## src/rtl/pipe_pkg.sv

```systemverilog
// Shared types and constants for the pipeline hazard/forwarding controller.
// Holds the scoreboard entry layout, the scoreboard update actions and reset values.
package pipe_pkg;

   localparam int unsigned RAW_MAX = 8;

   localparam logic [6:0] OPCODE_LOAD   = 7'b0000011;
   localparam logic [6:0] OPCODE_OP_IMM = 7'b0010011;
   localparam logic [6:0] OPCODE_OP     = 7'b0110011;
   localparam logic [6:0] OPCODE_BRANCH = 7'b1100011;
   localparam logic [6:0] OPCODE_JAL    = 7'b1101111;
   localparam logic [6:0] OPCODE_SYSTEM = 7'b1110011;

   // Register addresses are zero-extended to RAW_MAX bits inside an entry
   typedef struct packed {
      logic               valid;
      logic [RAW_MAX-1:0] rd;
      logic               is_load;
   } sb_entry_t;

   typedef enum logic [1:0] {
      ACT_HOLD    = 2'd0,
      ACT_SQUASH  = 2'd1,
      ACT_ADVANCE = 2'd2
   } sb_action_e;

   localparam sb_entry_t SB_ENTRY_RST = '0;
   localparam int unsigned FWD_SEL_RST = 0;

endpackage

```

## src/rtl/pipe_hazard_ctrl_if.sv

```systemverilog
// ID-stage hazard/forwarding bus: ID-side inputs plus pipeline enables and EX selects.
interface pipe_hazard_ctrl_if #(
   parameter int unsigned NSTAGE = 3,
   parameter int unsigned RAW    = 5
);
   localparam int unsigned SEL_W = $clog2(NSTAGE);

   logic             id_valid;
   logic [RAW-1:0]   id_rs1;
   logic [RAW-1:0]   id_rs2;
   logic             id_rs1_used;
   logic             id_rs2_used;
   logic [RAW-1:0]   id_rd;
   logic             id_reg_write;
   logic             id_is_load;
   logic             ex_redirect;
   logic             ext_stall;
   logic             pc_write;
   logic             if_id_write;
   logic             if_id_flush;
   logic             id_ex_bubble;
   logic [SEL_W-1:0] ex_fwd_rs1_sel;
   logic [SEL_W-1:0] ex_fwd_rs2_sel;
   logic             id_rs1_wb_bypass;
   logic             id_rs2_wb_bypass;

   modport master (
      output id_valid, id_rs1, id_rs2, id_rs1_used, id_rs2_used, id_rd,
             id_reg_write, id_is_load, ex_redirect, ext_stall,
      input  pc_write, if_id_write, if_id_flush, id_ex_bubble,
             ex_fwd_rs1_sel, ex_fwd_rs2_sel, id_rs1_wb_bypass, id_rs2_wb_bypass
   );

   modport slave (
      input  id_valid, id_rs1, id_rs2, id_rs1_used, id_rs2_used, id_rd,
             id_reg_write, id_is_load, ex_redirect, ext_stall,
      output pc_write, if_id_write, if_id_flush, id_ex_bubble,
             ex_fwd_rs1_sel, ex_fwd_rs2_sel, id_rs1_wb_bypass, id_rs2_wb_bypass
   );

endinterface

```

## src/rtl/sb_match.sv

```systemverilog
// Youngest-match priority encoder over the writer scoreboard for one source operand.
// Returns hit, the matching entry index and whether its data is forwardable.
module sb_match
   import pipe_pkg::*;
#(
   parameter int unsigned  NSTAGE   = 3,
   parameter int unsigned  LOAD_LAT = 1,
   localparam int unsigned K_W      = $clog2(NSTAGE)
) (
   input  sb_entry_t [NSTAGE-1:0] entries,
   input  logic [RAW_MAX-1:0]     src,
   input  logic                   used,
   output logic                   hit,
   output logic [K_W-1:0]         k,
   output logic                   ready
);

   // Lowest index is the youngest writer, so the first hit wins
   always_comb begin
      hit   = 1'b0;
      k     = '0;
      ready = 1'b0;
      for (int unsigned i = 0; i < NSTAGE; i++) begin
         if (!hit && entries[i].valid && (entries[i].rd == src) &&
             (src != '0) && used) begin
            hit   = 1'b1;
            k     = K_W'(i);
            ready = !entries[i].is_load || (i >= LOAD_LAT);
         end
      end
   end

endmodule

```

## src/rtl/pipe_hazard_ctrl.sv

```systemverilog
// Scoreboard-based hazard detection and EX forwarding-select generation beside ID.
// Optional macro HAZARD_WB_BYPASS_EN: a WB-stage match bypasses into ID instead of stalling.
module pipe_hazard_ctrl
   import pipe_pkg::*;
#(
   parameter int unsigned NSTAGE   = 3,
   parameter int unsigned LOAD_LAT = 1,
   parameter int unsigned RAW      = 5
) (
   input logic               clk,
   input logic               reset_n,
   pipe_hazard_ctrl_if.slave bus
);

   localparam int unsigned      SEL_W = $clog2(NSTAGE);
   localparam logic [SEL_W-1:0] WB_K  = SEL_W'(NSTAGE - 1);
`ifdef HAZARD_WB_BYPASS_EN
   localparam logic WB_STALL = 1'b0;
`else
   localparam logic WB_STALL = 1'b1;
`endif

   sb_entry_t [NSTAGE-1:0] sb;
   sb_entry_t              new_entry;
   sb_action_e             action;
   logic [SEL_W-1:0]       sel1_q, sel2_q, sel1_c, sel2_c, k1, k2;
   logic                   hit1, hit2, rdy1, rdy2, wb1, wb2, stall1, stall2, hazard_c;

   sb_match #(.NSTAGE(NSTAGE), .LOAD_LAT(LOAD_LAT)) u_match_rs1 (
      .entries (sb),
      .src     (RAW_MAX'(bus.id_rs1[RAW-1:0])),
      .used    (bus.id_rs1_used),
      .hit     (hit1),
      .k       (k1),
      .ready   (rdy1)
   );

   sb_match #(.NSTAGE(NSTAGE), .LOAD_LAT(LOAD_LAT)) u_match_rs2 (
      .entries (sb),
      .src     (RAW_MAX'(bus.id_rs2[RAW-1:0])),
      .used    (bus.id_rs2_used),
      .hit     (hit2),
      .k       (k2),
      .ready   (rdy2)
   );

   // A WB-stage match is either bypassed into ID or stalled until the writer retires
   assign wb1      = hit1 && (k1 == WB_K);
   assign wb2      = hit2 && (k2 == WB_K);
   assign stall1   = hit1 && (wb1 ? WB_STALL : !rdy1);
   assign stall2   = hit2 && (wb2 ? WB_STALL : !rdy2);
   assign hazard_c = stall1 || stall2;
   assign sel1_c   = (hit1 && !wb1 && rdy1) ? SEL_W'(k1 + SEL_W'(1)) : '0;
   assign sel2_c   = (hit2 && !wb2 && rdy2) ? SEL_W'(k2 + SEL_W'(1)) : '0;

`ifdef HAZARD_WB_BYPASS_EN
   assign bus.id_rs1_wb_bypass = wb1;
   assign bus.id_rs2_wb_bypass = wb2;
`else
   assign bus.id_rs1_wb_bypass = 1'b0;
   assign bus.id_rs2_wb_bypass = 1'b0;
`endif

   always_comb begin
      new_entry.valid   = bus.id_valid && bus.id_reg_write && (bus.id_rd != '0);
      new_entry.rd      = RAW_MAX'(bus.id_rd[RAW-1:0]);
      new_entry.is_load = bus.id_is_load;
   end

   // Priority: memory freeze, then redirect, then hazard stall, then advance
   always_comb begin
      bus.pc_write     = 1'b1;
      bus.if_id_write  = 1'b1;
      bus.if_id_flush  = 1'b0;
      bus.id_ex_bubble = 1'b0;
      action           = ACT_ADVANCE;
      if (bus.ext_stall) begin
         bus.pc_write    = 1'b0;
         bus.if_id_write = 1'b0;
         action          = ACT_HOLD;
      end else if (bus.ex_redirect) begin
         bus.if_id_flush  = 1'b1;
         bus.id_ex_bubble = 1'b1;
         action           = ACT_SQUASH;
      end else if (hazard_c) begin
         bus.pc_write     = 1'b0;
         bus.if_id_write  = 1'b0;
         bus.id_ex_bubble = 1'b1;
         action           = ACT_SQUASH;
      end
   end

   always_ff @(posedge clk or negedge reset_n) begin
      if (!reset_n) begin
         sb     <= {NSTAGE{SB_ENTRY_RST}};
         sel1_q <= SEL_W'(FWD_SEL_RST);
         sel2_q <= SEL_W'(FWD_SEL_RST);
      end else begin
         case (action)
            ACT_SQUASH: begin
               sb     <= {sb[NSTAGE-2:0], SB_ENTRY_RST};
               sel1_q <= '0;
               sel2_q <= '0;
            end
            ACT_ADVANCE: begin
               sb     <= {sb[NSTAGE-2:0], new_entry};
               sel1_q <= sel1_c;
               sel2_q <= sel2_c;
            end
            default: ;
         endcase
      end
   end

   assign bus.ex_fwd_rs1_sel = sel1_q;
   assign bus.ex_fwd_rs2_sel = sel2_q;

endmodule
```

## src/flat_wrapper.sv

```systemverilog
// flat-port wrapper written by rule: the top's interface ports become plain ports
module pipe_hazard_ctrl_flat import pipe_pkg::*;
#(
   parameter int unsigned NSTAGE   = 3,
   parameter int unsigned LOAD_LAT = 1,
   parameter int unsigned RAW      = 5
)
  (clk, reset_n, bus_id_valid, bus_id_rs1, bus_id_rs2, bus_id_rs1_used, bus_id_rs2_used, bus_id_rd, bus_id_reg_write, bus_id_is_load, bus_ex_redirect, bus_ext_stall, bus_pc_write, bus_if_id_write, bus_if_id_flush, bus_id_ex_bubble, bus_ex_fwd_rs1_sel, bus_ex_fwd_rs2_sel, bus_id_rs1_wb_bypass, bus_id_rs2_wb_bypass);
  pipe_hazard_ctrl_if #(.NSTAGE(NSTAGE), .RAW(RAW)) bus_i ();
  input logic clk;
  input logic reset_n;
  input wire logic [$bits(bus_i.id_valid)-1:0] bus_id_valid;
  input wire logic [$bits(bus_i.id_rs1)-1:0] bus_id_rs1;
  input wire logic [$bits(bus_i.id_rs2)-1:0] bus_id_rs2;
  input wire logic [$bits(bus_i.id_rs1_used)-1:0] bus_id_rs1_used;
  input wire logic [$bits(bus_i.id_rs2_used)-1:0] bus_id_rs2_used;
  input wire logic [$bits(bus_i.id_rd)-1:0] bus_id_rd;
  input wire logic [$bits(bus_i.id_reg_write)-1:0] bus_id_reg_write;
  input wire logic [$bits(bus_i.id_is_load)-1:0] bus_id_is_load;
  input wire logic [$bits(bus_i.ex_redirect)-1:0] bus_ex_redirect;
  input wire logic [$bits(bus_i.ext_stall)-1:0] bus_ext_stall;
  output wire logic [$bits(bus_i.pc_write)-1:0] bus_pc_write;
  output wire logic [$bits(bus_i.if_id_write)-1:0] bus_if_id_write;
  output wire logic [$bits(bus_i.if_id_flush)-1:0] bus_if_id_flush;
  output wire logic [$bits(bus_i.id_ex_bubble)-1:0] bus_id_ex_bubble;
  output wire logic [$bits(bus_i.ex_fwd_rs1_sel)-1:0] bus_ex_fwd_rs1_sel;
  output wire logic [$bits(bus_i.ex_fwd_rs2_sel)-1:0] bus_ex_fwd_rs2_sel;
  output wire logic [$bits(bus_i.id_rs1_wb_bypass)-1:0] bus_id_rs1_wb_bypass;
  output wire logic [$bits(bus_i.id_rs2_wb_bypass)-1:0] bus_id_rs2_wb_bypass;
  assign bus_i.id_valid = bus_id_valid;
  assign bus_i.id_rs1 = bus_id_rs1;
  assign bus_i.id_rs2 = bus_id_rs2;
  assign bus_i.id_rs1_used = bus_id_rs1_used;
  assign bus_i.id_rs2_used = bus_id_rs2_used;
  assign bus_i.id_rd = bus_id_rd;
  assign bus_i.id_reg_write = bus_id_reg_write;
  assign bus_i.id_is_load = bus_id_is_load;
  assign bus_i.ex_redirect = bus_ex_redirect;
  assign bus_i.ext_stall = bus_ext_stall;
  assign bus_pc_write = bus_i.pc_write;
  assign bus_if_id_write = bus_i.if_id_write;
  assign bus_if_id_flush = bus_i.if_id_flush;
  assign bus_id_ex_bubble = bus_i.id_ex_bubble;
  assign bus_ex_fwd_rs1_sel = bus_i.ex_fwd_rs1_sel;
  assign bus_ex_fwd_rs2_sel = bus_i.ex_fwd_rs2_sel;
  assign bus_id_rs1_wb_bypass = bus_i.id_rs1_wb_bypass;
  assign bus_id_rs2_wb_bypass = bus_i.id_rs2_wb_bypass;
  pipe_hazard_ctrl #(.NSTAGE(NSTAGE), .LOAD_LAT(LOAD_LAT), .RAW(RAW)) u_core (.clk(clk), .reset_n(reset_n), .bus(bus_i));
endmodule
```

## config.mk

```make
export PLATFORM = sky130hd
export DESIGN_NAME = pipe_hazard_ctrl_flat
export DESIGN_NICKNAME = d
export VERILOG_FILES = /design/src/rtl/pipe_pkg.sv /design/src/rtl/pipe_hazard_ctrl_if.sv /design/src/rtl/sb_match.sv /design/src/rtl/pipe_hazard_ctrl.sv /design/src/flat_wrapper.sv
export SDC_FILE = /design/constraint.sdc
export NUM_CORES = 1
export LEC_CHECK = 0
export BUFFER_PORTS_ARGS = -buffer_cell sky130_fd_sc_hd__buf_2
export CORE_MARGIN = 2
export CORE_UTILIZATION = 35
export DETAILED_ROUTE_END_ITERATION = 8
export PLACE_DENSITY_LB_ADDON = 0.08
export SETUP_SLACK_MARGIN = 0.2
export SLEW_MARGIN = 10
export SYNTH_ARGS = -nofsm -noshare
export SYNTH_HDL_FRONTEND = slang
export SYNTH_HIERARCHICAL = 1
export SYNTH_SLANG_ARGS = --single-unit
```

## constraint.sdc

```tcl
create_clock -name clk -period 4.1 [get_ports clk]
set_clock_uncertainty 0.2 [all_clocks]
set_input_delay 0.205 -clock clk [delete_from_list [all_inputs] [get_ports clk]]
set_output_delay 0.205 -clock clk [all_outputs]
set_load 0.02 [all_outputs]
```

Word-level counts from Yosys, hierarchy flattened
Index checks and enable logic that the tools add are counted.

word-level totals
  bits in registers = 33
  input port bits = 24
  output and inout port bits = 10
  word-level logic and storage cells = 102

cells by class
  add/sub/neg operators = 2
  eq/ne operators = 10
  multiplexer cells = 34
  reduce and logical (&&, ||, !) cells = 46

operator list
  kind                                                                   count
  30-bit case mux with 2 select lines                                    1
  8-bit by 5-bit equality test with 1-bit output                         6
  1-bit logical AND                                                      32
  1-bit two-way mux                                                      24
  8-bit nonzero test                                                     2
  2-bit two-way mux                                                      7
  1-bit zero test                                                        9
  2-bit case mux with 2 select lines                                     2
  2-bit equality test, second input constant                             3
  5-bit nonzero test                                                     1
  2-bit by 1-bit adder with 2-bit output, second input constant          2
  2-bit by 1-bit equality test with 1-bit output, second input constant  1
  2-bit nonzero test                                                     1
  1-bit logical OR                                                       1

Longest topological paths before layout
  depth in word-level cells = 27
  gate-level depth with buffers = 14
  mapped depth without buffers = 13

By module
The synthesis kept the hierarchy.

modules (own cells, without submodules)
  module            instances  cells an instance  area each (sq um)  seq. area each (sq um)
  pipe_hazard_ctrl  1          96                 1,104.8            625.6
  sb_match          2          43                 321.6              0.0

Worst setup path before layout
OpenSTA, ideal clock, no wires.

  path type = flip-flop to flip-flop
  from = reg u_core/sb[15] (netlist name)
  to = reg u_core/sb[11] (netlist name)
  setup time = 125 ps
  arrival = 2,787 ps
  slack = 988 ps
  stages on the path, launching flop included = 14
  buffers on the path = 2
  period minus slack after synthesis = 3,112 ps
  cell sequence = dfrtp_1 xnor2_1 nand3_1 nor4_1 nor2b_1 inv_1 ha_1 nand2b_1 a221oi_1 or2_1 ha_1 buf_2 buf_2 mux2_2

on the way
  longest elaborated chain between the ends = 21
  elaborated cells between the ends (all ways) = 47

RTL lines
  item                                                                                   line                     RTL
  start: declaration                                                                     pipe_hazard_ctrl.sv:23   sb_entry_t [NSTAGE-1:0] sb;
  start signal: assignment                                                               pipe_hazard_ctrl.sv:95   sb <= {NSTAGE{SB_ENTRY_RST}};
  start signal: assignment                                                               pipe_hazard_ctrl.sv:101  sb <= {sb[NSTAGE-2:0], SB_ENTRY_RST};
  start signal: assignment                                                               pipe_hazard_ctrl.sv:106  sb <= {sb[NSTAGE-2:0], new_entry};
  8-bit by 5-bit equality test with 1-bit output (*)                                     sb_match.sv:24           if (!hit && entries[i].valid && (entries[i].rd == src) &&
  1-bit logical AND (*) (2 in series)                                                    sb_match.sv:24
  1-bit logical AND (*)                                                                  sb_match.sv:25           (src != '0) && used) begin
  1-bit two-way mux                                                                      sb_match.sv:24
  1-bit zero test                                                                        sb_match.sv:24
  1-bit logical AND (3 in series)                                                        sb_match.sv:24
  1-bit logical AND                                                                      sb_match.sv:25
  2-bit two-way mux (*)                                                                  sb_match.sv:24
  via u_core.k1[0]                                                                       pipe_hazard_ctrl.sv:26   logic [SEL_W-1:0] sel1_q, sel2_q, sel1_c, sel2_c, k1, k2;
  (+2 left out)                                                                          n/a
  1-bit two-way mux (*)                                                                  pipe_hazard_ctrl.sv:50   assign stall1 = hit1 && (wb1 ? WB_STALL : !rdy1);
  1-bit logical AND (*)                                                                  pipe_hazard_ctrl.sv:50
  1-bit logical OR (*)                                                                   pipe_hazard_ctrl.sv:52   assign hazard_c = stall1 || stall2;
  2-bit two-way mux (*)                                                                  pipe_hazard_ctrl.sv:85   end else if (hazard_c) begin
  2-bit two-way mux (*)                                                                  pipe_hazard_ctrl.sv:81   end else if (bus.ex_redirect) begin
  2-bit two-way mux (*)                                                                  pipe_hazard_ctrl.sv:77   if (bus.ext_stall) begin
  2-bit by 1-bit equality test with 1-bit output or 2-bit equality test (tied branches)  pipe_hazard_ctrl.sv:99   case (action)
  2-bit nonzero test (no source line) (*)                                                n/a

The timed path passes the listed nets; every way through them passes the cells marked *.
A chain may end at the register's enable or synchronous reset.

Worst setup path in the final report
  from = reg u_core/sb[15] (netlist name)
  to = reg u_core.sel2_q[0] (netlist: u_core/bus.ex_fwd_rs2_sel[0])

on the way
  longest elaborated chain between the ends = 21
  elaborated cells between the ends (all ways) = 53

RTL lines
  item                                                                                   line                     RTL
  8-bit by 5-bit equality test with 1-bit output (*)                                     sb_match.sv:24
  1-bit logical AND (*) (2 in series)                                                    sb_match.sv:24
  1-bit logical AND (*)                                                                  sb_match.sv:25
  1-bit two-way mux                                                                      sb_match.sv:24
  1-bit zero test                                                                        sb_match.sv:24
  1-bit logical AND (3 in series)                                                        sb_match.sv:24
  1-bit logical AND                                                                      sb_match.sv:25
  2-bit two-way mux (*)                                                                  sb_match.sv:24
  via u_core.k2[0]                                                                       pipe_hazard_ctrl.sv:26
  (+2 left out)                                                                          n/a
  1-bit two-way mux                                                                      pipe_hazard_ctrl.sv:51   assign stall2 = hit2 && (wb2 ? WB_STALL : !rdy2);
  1-bit logical AND                                                                      pipe_hazard_ctrl.sv:51
  1-bit logical OR                                                                       pipe_hazard_ctrl.sv:52
  2-bit two-way mux                                                                      pipe_hazard_ctrl.sv:85
  2-bit two-way mux                                                                      pipe_hazard_ctrl.sv:81
  2-bit two-way mux                                                                      pipe_hazard_ctrl.sv:77
  2-bit equality test or 2-bit by 1-bit equality test with 1-bit output (tied branches)  pipe_hazard_ctrl.sv:99
  2-bit case mux with 2 select lines or 2-bit nonzero test (tied branches)               n/a
  end signal: assignment                                                                 pipe_hazard_ctrl.sv:97   sel2_q <= SEL_W'(FWD_SEL_RST);
  end signal: assignment                                                                 pipe_hazard_ctrl.sv:108  sel2_q <= sel2_c;
  end: declaration                                                                       pipe_hazard_ctrl.sv:26

Marked as above.

==> metrics.txt <==
run status=completed; initial antenna violation count=0; Final ANT Viol Nets=0; HPWL Detailed=between 3000 and 4000 um; Port Buffer Count=31; startpoint type of the worst setup path=flip-flop; final wirelength=a little under 4000 um; most frequent cells in the layout=conb_1, xnor2_1, buf_2; Crit Reg-Reg Startpoint=u_core/sb[15]; vias in the first global route=1397; worst hold start=bus_id_valid; Worst-path clk slew=roughly 0.080 ns; clk buf depth=2; fin. max-slew vios=0; TritonRoute pass-1 iters=4; Worst EP arrival=between 3 and 4 ns; area taken by multi-input logic gates=between 1000 and 1500 um2; HP Class=in -> reg; DRC viols=0; CTS Sinks=23; sequential cell area=576 um2; CTS tree=built; Hold Fails Final Rpt=0; total CTS buffers=3; clk_lat worst skew=~0.26 ns; CP max FO=15; wire length per cell=12.4 um; I/O pin total=34; fmax=283 MHz; Synth Area per Inst=roughly 9.4 um2; RSZ-0062 raised after global routing=no; gpl congestion=0.881; Tot Pwr=558 uW; Die ar.=between 5000 and 6000 um2; ANT cells=0; P per Cell Area=around 260 nW/um2; height of the die=approximately 73 um; critical path type=reg -> reg; most common cell after layout, fill and taps aside=conb_1; Syn Std Cell Area=~1700 um2; Via density=~4.5; Yosys Warn Count=6; Post-Syn Instances=around 180; hold_ws=approximately 0.0066 ns; first-pass GRT wire length=6620 um; worst-margin pin slew=between 0.5 and 0.6 ns; Total GRT Usage=between 15 and 20%; share of post-route cells with drive strength above 1=21.5%; CP endpoint kind=flip-flop; CP required=approximately 4.1 ns; Leak=1.01 nW; Period minus WS final=between 3 and 4 ns; final core occ=~47%; Final period util=between 80 and 90%; max cap viols=0; vias post-DR=between 1000 and 1500; sum of negative setup slack=0 ns; Filler cells=between 400 and 500; grt ovf=0; postcts setup bufs=0; # setup viols final=0; largest net degree at the start of global routing=24; Rows=25; initial core utilization=35.9%; H-tree depth=1; NumNets Final=288; 1st-iter DRT viols=26; CP startpoint=u_core/sb[15]; peak supply drop=~160 uV; slew margin rel.=around 65%; Die Wd=between 70 and 80 um; CTS Root Cell=clkbuf_8; placeable core area=between 4000 and 5000 um2; Syn-to-layout area delta=29.9%
-- worst max-delay path: stages, from the launching register on --
cell,delay [ns]
dfrtp_1,0.45
xnor2_1,0.16
nand3_1,0.11
nor4_1,0.37
buf_4,0.19
nor2b_1,0.18
inv_1,0.06
ha_1,0.20
nand2b_1,0.15
a221oi_1,0.30
or2_1,0.16
ha_2,0.37
nor2b_1,0.20
nand4b_1,0.15
o21ai_0,0.19
-- final cells by class --
| class | count | area share, % |
|---|---|---|
| multi-input cells | 187 | 55.7 |
| flip-flops and latches | 23 | 26.4 |
| repair buffers | 43 | 12.2 |
| well taps | 54 | 3.10 |
| clock buffers | 4 | 2.07 |
| inverters | 3 | 0.517 |
-- flip-flops by register name, summed over array words and instances, names as in the netlist --
register / count
u_core/bus.ex_fwd_rs1_sel: 2
u_core/bus.ex_fwd_rs2_sel: 2
u_core/sb: 19
-- path summary, 6_finish.rpt --
| check | endpoint | slack (ns) | depth (start not counted) |
|---|---|---|---|
| hold / removal | u_core/sb[9] | 0.007 | 3 |
| hold reg to reg | u_core/bus.ex_fwd_rs1_sel[0] | 0.30 | 2 |
| setup / recovery | u_core/bus.ex_fwd_rs2_sel[0] | 0.56 | 14 |
| max in group asynchronous | u_core/sb[1] | 3.09 | 2 |
| setup reg to reg | u_core/bus.ex_fwd_rs2_sel[0] | 0.56 | 14 |
| min in group asynchronous | u_core/sb[3] | 0.26 | 2 |
-- per-layer routing --
layer  share of wire [%]  wire [um]  track usage [%]  vias up
met5                   0          0                0        -
met4                0.67         26             3.91        0
met3                 2.9        112             2.21        2
met2                  45       1750             24.8       25
met1                  51       1990             23.6      656
li1                    -          -                -      740
-- metrics by stage --
stage / cell area (um2) / setup WS, ns / std cells
global route: 2180 / 0.293 / 314
finish: 2180 / 0.562 / 314
global placement: 2040 / 0.358 / 302
detailed placement: 2040 / 0.484 / 302
CTS: 2170 / 0.445 / 314
floorplan: 1840 / 0.996 / 221
-- timing repair --
item                                    in CTS  in global routing
hold buffers                                 8                  0
endpoints found under the setup margin       0                  3
hold endpoints to repair                    30                  0
resized for setup                            0                  2
-- report_power, final --
group          internal, mW  total [mW]  leakage, nW  switching (mW)
Clock                0.0691       0.135       0.0228          0.0655
Combinational        0.0779       0.150        0.669          0.0725
Sequential            0.246       0.273        0.315          0.0272
No activity file was read; power rests on OpenSTA's default activity.
